<file path="config.mk">
export PLATFORM = sky130hd
export DESIGN_NAME = memory
export DESIGN_NICKNAME = d
export VERILOG_FILES = /design/src/rtl/common.sv /design/src/rtl/memory_align.sv /design/src/rtl/memory.sv
export SDC_FILE = /design/constraint.sdc
export NUM_CORES = 1
export LEC_CHECK = 0
export ABC_AREA = 0
export BUFFER_PORTS_ARGS = -buffer_cell sky130_fd_sc_hd__clkbuf_2
export CORE_AREA = 4 4 237 239
export CTS_BUF_LIST = sky130_fd_sc_hd__clkbuf_8 sky130_fd_sc_hd__clkbuf_16
export DETAILED_ROUTE_END_ITERATION = 10
export DIE_AREA = 0 0 241 243
export PLACE_DENSITY_LB_ADDON = 0.08
export SYNTH_ARGS = -nofsm -noshare
export SYNTH_HDL_FRONTEND = slang
export SYNTH_SLANG_ARGS = --single-unit
</file>
<file path="constraint.sdc">
create_clock -name clk -period 6.5 [get_ports clk]
set_input_delay 0.325 -clock clk [delete_from_list [all_inputs] [get_ports clk]]
set_output_delay 0.325 -clock clk [all_outputs]
set_load 0.02 [all_outputs]
</file>
<file path="src/rtl/common.sv">
// Shared types for the memory stage: FSM states, writeback-source select,
// execute-to-memory request bundle and the writeback bundle.
package common;

  localparam int XLEN = 64;

  typedef enum logic [1:0] {
    IDLE,
    WAIT,
    DONE
  } mem_state_t;

  typedef enum logic [1:0] {
    STRD_ALU,
    STRD_MEM_DATA,
    STRD_PC4,
    STRD_IMM
  } st_rd_t;

  typedef struct packed {
    logic            mem_read;
    logic            mem_write;
    logic [XLEN-1:0] write_data;
    logic [XLEN-1:0] data_addr;
  } mem_t;

  typedef struct packed {
    logic            reg_write;
    st_rd_t          st_rd;
    logic [4:0]      rd;
    logic [XLEN-1:0] write_data;
  } wri_t;

  localparam wri_t WRI_BUBBLE = '{reg_write: 1'b0, st_rd: STRD_ALU, rd: 5'd0, write_data: '0};

  localparam logic [2:0] F3_B  = 3'b000;
  localparam logic [2:0] F3_H  = 3'b001;
  localparam logic [2:0] F3_W  = 3'b010;
  localparam logic [2:0] F3_BU = 3'b100;
  localparam logic [2:0] F3_HU = 3'b101;
  localparam logic [2:0] F3_WU = 3'b110;

  function automatic logic [7:0] size_mask(input logic [1:0] size);
    case (size)
      2'd0:    size_mask = 8'h01;
      2'd1:    size_mask = 8'h03;
      2'd2:    size_mask = 8'h0F;
      default: size_mask = 8'hFF;
    endcase
  endfunction

endpackage

</file>
<file path="src/rtl/memory_align.sv">
// Byte-lane steering: store strobe/data alignment and load lane extraction
// with sign/zero extension. Purely combinational.
module mem_align
  import common::*;
#(
  parameter int XLEN = 64
) (
  input  logic [2:0]      fun3,
  input  logic [2:0]      offset,
  input  logic [XLEN-1:0] store_in,
  input  logic [XLEN-1:0] load_raw,
  output logic [7:0]      strobe,
  output logic [XLEN-1:0] store_data,
  output logic [XLEN-1:0] load_data
);

  logic [5:0]      shamt;
  logic [XLEN-1:0] lane;
  logic signed [7:0]  lane_b;
  logic signed [15:0] lane_h;
  logic signed [31:0] lane_w;

  assign shamt = {offset, 3'b000};

  // Bits shifted past byte 7 are dropped; misaligned accesses simply lose them.
  assign strobe     = size_mask(fun3[1:0]) << offset;
  assign store_data = store_in << shamt;
  assign lane       = load_raw >> shamt;

  assign lane_b = lane[7:0];
  assign lane_h = lane[15:0];
  assign lane_w = lane[31:0];

  always_comb begin
    load_data = lane;
    case (fun3)
      F3_B:    load_data = {{(XLEN-8){lane_b[7]}}, lane_b};
      F3_H:    load_data = {{(XLEN-16){lane_h[15]}}, lane_h};
      F3_W:    load_data = {{(XLEN-32){lane_w[31]}}, lane_w};
      F3_BU:   load_data = {{(XLEN-8){1'b0}}, lane[7:0]};
      F3_HU:   load_data = {{(XLEN-16){1'b0}}, lane[15:0]};
      F3_WU:   load_data = {{(XLEN-32){1'b0}}, lane[31:0]};
      default: load_data = lane;
    endcase
  end

endmodule

</file>
<file path="src/rtl/memory.sv">
// Pipeline memory stage: issues one data-bus request per load/store, holds it
// until the response strobe, and hands the writeback bundle on at update.
module memory
  import common::*;
#(
  parameter int XLEN = 64
) (
  input  logic            clk,
  input  logic            reset,
  input  mem_t            mem_now,
  input  wri_t            wri_now,
  input  logic [2:0]      mem_fun3,
  input  logic            mem_nop,
  input  logic [XLEN-1:0] mem_pc,
  input  logic            update,
  output logic            dreq_valid,
  output logic [XLEN-1:0] dreq_addr,
  output logic [2:0]      dreq_size,
  output logic [7:0]      dreq_strobe,
  output logic [XLEN-1:0] dreq_data,
  input  logic            dresp_ok,
  input  logic [XLEN-1:0] dresp_data,
  output logic            finished,
  output wri_t            wri_nxt,
  output logic [XLEN-1:0] wri_pc
);

  mem_state_t      state;
  logic [XLEN-1:0] rdata_q;
  logic            access;
  logic [7:0]      strobe;
  logic [XLEN-1:0] store_data;
  logic [XLEN-1:0] load_data;

  mem_align #(.XLEN(XLEN)) u_align (
    .fun3      (mem_fun3),
    .offset    (mem_now.data_addr[2:0]),
    .store_in  (mem_now.write_data),
    .load_raw  (dresp_data),
    .strobe    (strobe),
    .store_data(store_data),
    .load_data (load_data)
  );

  assign access = !mem_nop && (mem_now.mem_read || mem_now.mem_write);

  // The request is presented straight out of IDLE so a fresh access goes on
  // the bus in the first cycle after update; mem_now stays stable until then.
  assign dreq_valid  = (state == WAIT) || (state == IDLE && access);
  assign dreq_addr   = mem_now.data_addr;
  assign dreq_size   = {1'b0, mem_fun3[1:0]};
  assign dreq_strobe = mem_now.mem_write ? strobe : 8'h00;
  assign dreq_data   = store_data;
  assign finished    = (state == DONE) || (state == IDLE && !access);

  always_ff @(posedge clk or posedge reset) begin
    if (reset) begin
      state   <= IDLE;
      rdata_q <= '0;
      wri_nxt <= WRI_BUBBLE;
      wri_pc  <= '0;
    end else begin
      case (state)
        IDLE:    if (access) state <= dresp_ok ? DONE : WAIT;
        WAIT:    if (dresp_ok) state <= DONE;
        DONE:    state <= DONE;
        default: state <= IDLE;
      endcase

      if (dreq_valid && dresp_ok) rdata_q <= load_data;

      if (update) begin
        state <= IDLE;
        if (mem_nop) begin
          wri_nxt <= WRI_BUBBLE;
        end else begin
          wri_nxt <= wri_now;
          wri_pc  <= mem_pc;
          if (wri_now.st_rd == STRD_MEM_DATA) wri_nxt.write_data <= rdata_q;
        end
      end
    end
  end

endmodule
</file>
==> metrics <==
outcome completed; routability congestion estimate from global placement 0.8302; most frequent cells in the layout clkbuf_2, nand2_1, dfrtp_1, mux2i_1, nor2_1; critical path's slowest cell buf_4; routed vias/inst 4.578; H-tree Lvls 1; crit path time final 3.038 ns; CTS tree built; worst reg2reg startpoint state[0]; largest stage delay on the critical path 0.76 ns; flop-to-flop setup slack 4.25 ns; Max Slew Vio Count 0; post-layout net count 2224; Multi-input gate area 6066 sq um; Residual DRC 0; Startpoint Class primary input; hold_ws 0.06158 ns; root buf cell clkbuf_16; initial antenna violation count 9; layout cells sized above 1 32.24%; Layout area overhead 31.29%; hold wc startpoint wri_now[30]; largest delay contributor family on the critical path buffers and inverters; fmax 329.2 MHz; number of buffers created by CTS 25; cell breakdown of the critical path buf_6, buf_4, a21o_1, a22oi_1, o22a_1, nor2_1, clkbuf_2; DP HPWL 44890 um; I/O pin cnt 615; Iter 0 DRT Violations 437; vias in the first global route 12350; die height 243 um; Post-synth ARST share 100.0%; final worst-path cycle share 46.73%; Ys Warns 0; post-route design area 16320 sq um; final hold vios 0; Detailed Route WL 58180 um; VDD IR max 0.0001706 V; Worst-Margin Slew 1.161 ns; Fill cells 5870; initial core utilization 23.10%; I/O Buffers 491; drt first pass iters 5; Main synth FF type dfrtp_1; GRT overflow 0; CP Capture Type primary output; Hold Path End wri_nxt[30]; most common cell after layout, fill and taps aside clkbuf_2; post-synthesis cell count 1458; Clock Sinks 202; Synth Cell Area 12430 sq um; worst hold path class primary input to flip-flop; setup bufs post-CTS 0; CP Buf/Inv Count 3; area post-placement 14890 sq um; GRT Total Usage 18.94%; Leak Pwr 8.078 nW; Layout Skew 0.01657 ns; Die ar. 58560 sq um; final setup violation count 0; reg2reg end rdata_q[10]; synth unique cells 51; arrival time at the worst endpoint 2.71 ns; Clk pin slew, worst setup/hold paths 0.06 ns; sequential share of the synthesized area 40.67%; WL per Instance 22.44 um; Layout Utilization 30.32%; RSZ-0062 raised after global routing no; CP Max Fanout 88; max-cap violations 0; sequential cell area 5055 sq um; CP Class primary input to primary output; Horiz. Die Dim 241 um; Core Area 53810 sq um; vias 11870; syn avg cell area 8.525 sq um; Total Neg Setup Slack 0 ns; first-pass GRT wire length 84300 um; Synth Register Bits 202; Longest Clk Path Bufs 3; pin count of the biggest net entering global routing 123; reg2reg path depth 7; placement row count 85; Post-synth EDFFs 0; Clk Latency, worst-skew pair 0.53 ns; Critical Path RT 6.17 ns; Post-CTS Resized 0; Pwr per Cell Area 273.2 nW/um^2; Worst Hold Depth 3; Final Power 4.459 mW; worst rel slew slack 22.47%; Post-Syn Nets 1800; Post-DRT Antenna Nets 0
what timing repair did:
action / CTS / global route
endpoints found under the setup margin: 0 / 0
hold endpoints to repair: 157 / 0
hold buffers: 72 / 0
registers in the layout, summed over array words and instances (netlist names):
register / count
rdata_q: 64
wri_pc: 64
wri_nxt: 72
state: 2
area by class of cell:
cell class	instances	area share, %
multi-input cells	994	37.17
clock buffers	27	4.002
repair buffers	578	20.30
clock inverters	10	0.2454
diodes	4	0.06134
inverters	81	1.909
well taps	696	5.337
flip-flops and latches	202	30.98
tightest hold or removal path: stages:
cell and delay, ns:
clkbuf_2 0.07, mux2i_1 0.05, o22ai_1 0.09
cells by family (layout without fill, tap and decap cells):
| logic type | after synthesis | in the layout | synth area share (%) |
|---|---|---|---|
| adders and majority gates | 4 | 4 | 0.4027 |
| buffers and inverters | 262 | 696 | 10.77 |
| AOI/OAI and AO/OA | 277 | 277 | 15.03 |
| other | 1 | 5 | 0.03017 |
| and+or+nand+nor | 526 | 526 | 17.68 |
| muxes | 186 | 186 | 15.42 |
| DFF | 202 | 202 | 40.67 |
cells in the mapped netlist (3+ instances only):
master,n,area [sq um]
mux2i_1,144,1441
nor3_1,3,15.01
a21oi_1,56,280.3
o22ai_1,67,419.2
buf_2,32,160.2
dfrtp_1,202,5055
nor2_1,132,495.5
inv_1,81,304.0
buf_6,5,56.30
buf_4,74,555.5
buf_1,10,37.54
o211ai_1,14,105.1
a31oi_2,20,250.2
nand3_1,14,70.07
and2_1,16,100.1
nand2_1,305,1145
nand2b_1,13,81.33
o32ai_1,8,70.07
nor2b_1,22,137.6
a31oi_1,27,168.9
clkbuf_1,60,225.2
a211oi_1,9,67.56
o21ai_0,43,215.2
ha_1,4,50.05
o22a_1,8,70.07
a32oi_1,14,122.6
or3_1,9,56.30
mux2_2,40,450.4
power by group:
part           switching, mW  internal (mW)
Clock                  0.538          0.705
Combinational          0.824          0.539
Sequential             0.279           1.57
Total                   1.64           2.82
worst max-delay path by stage:
stage / from / end / cells after the start
2_1_floorplan: reset / rdata_q[0] / 1
3_3_place_gp: mem_now[0] / dreq_strobe[2] / 6
3_5_place_dp: mem_now[0] / dreq_strobe[2] / 6
4_1_cts: mem_now[0] / dreq_strobe[2] / 6
5_1_grt: mem_now[0] / dreq_strobe[2] / 6
6_report: mem_now[0] / dreq_strobe[4] / 7
metrics by stage:
stage          setup slack [ns]  instances
6_report                  3.462       2592
5_1_grt                   3.205       2591
4_1_cts                   3.274       2588
3_5_place_dp              3.295       2479
3_3_place_gp              3.322       2479
2_1_floorplan            0.6643       1458
per-layer routing:
| metal | track usage (%) | vias up | part of all wire [%] |
|---|---|---|---|
| li1 | - | 5745 | - |
| met1 | 23.56 | 5565 | 42 |
| met2 | 32.13 | 457 | 48 |
| met3 | 5.131 | 92 | 7.3 |
| met4 | 5.418 | 8 | 2.6 |
| met5 | 0 | - | 0.076 |
Power figures use the tool's default switching activity.
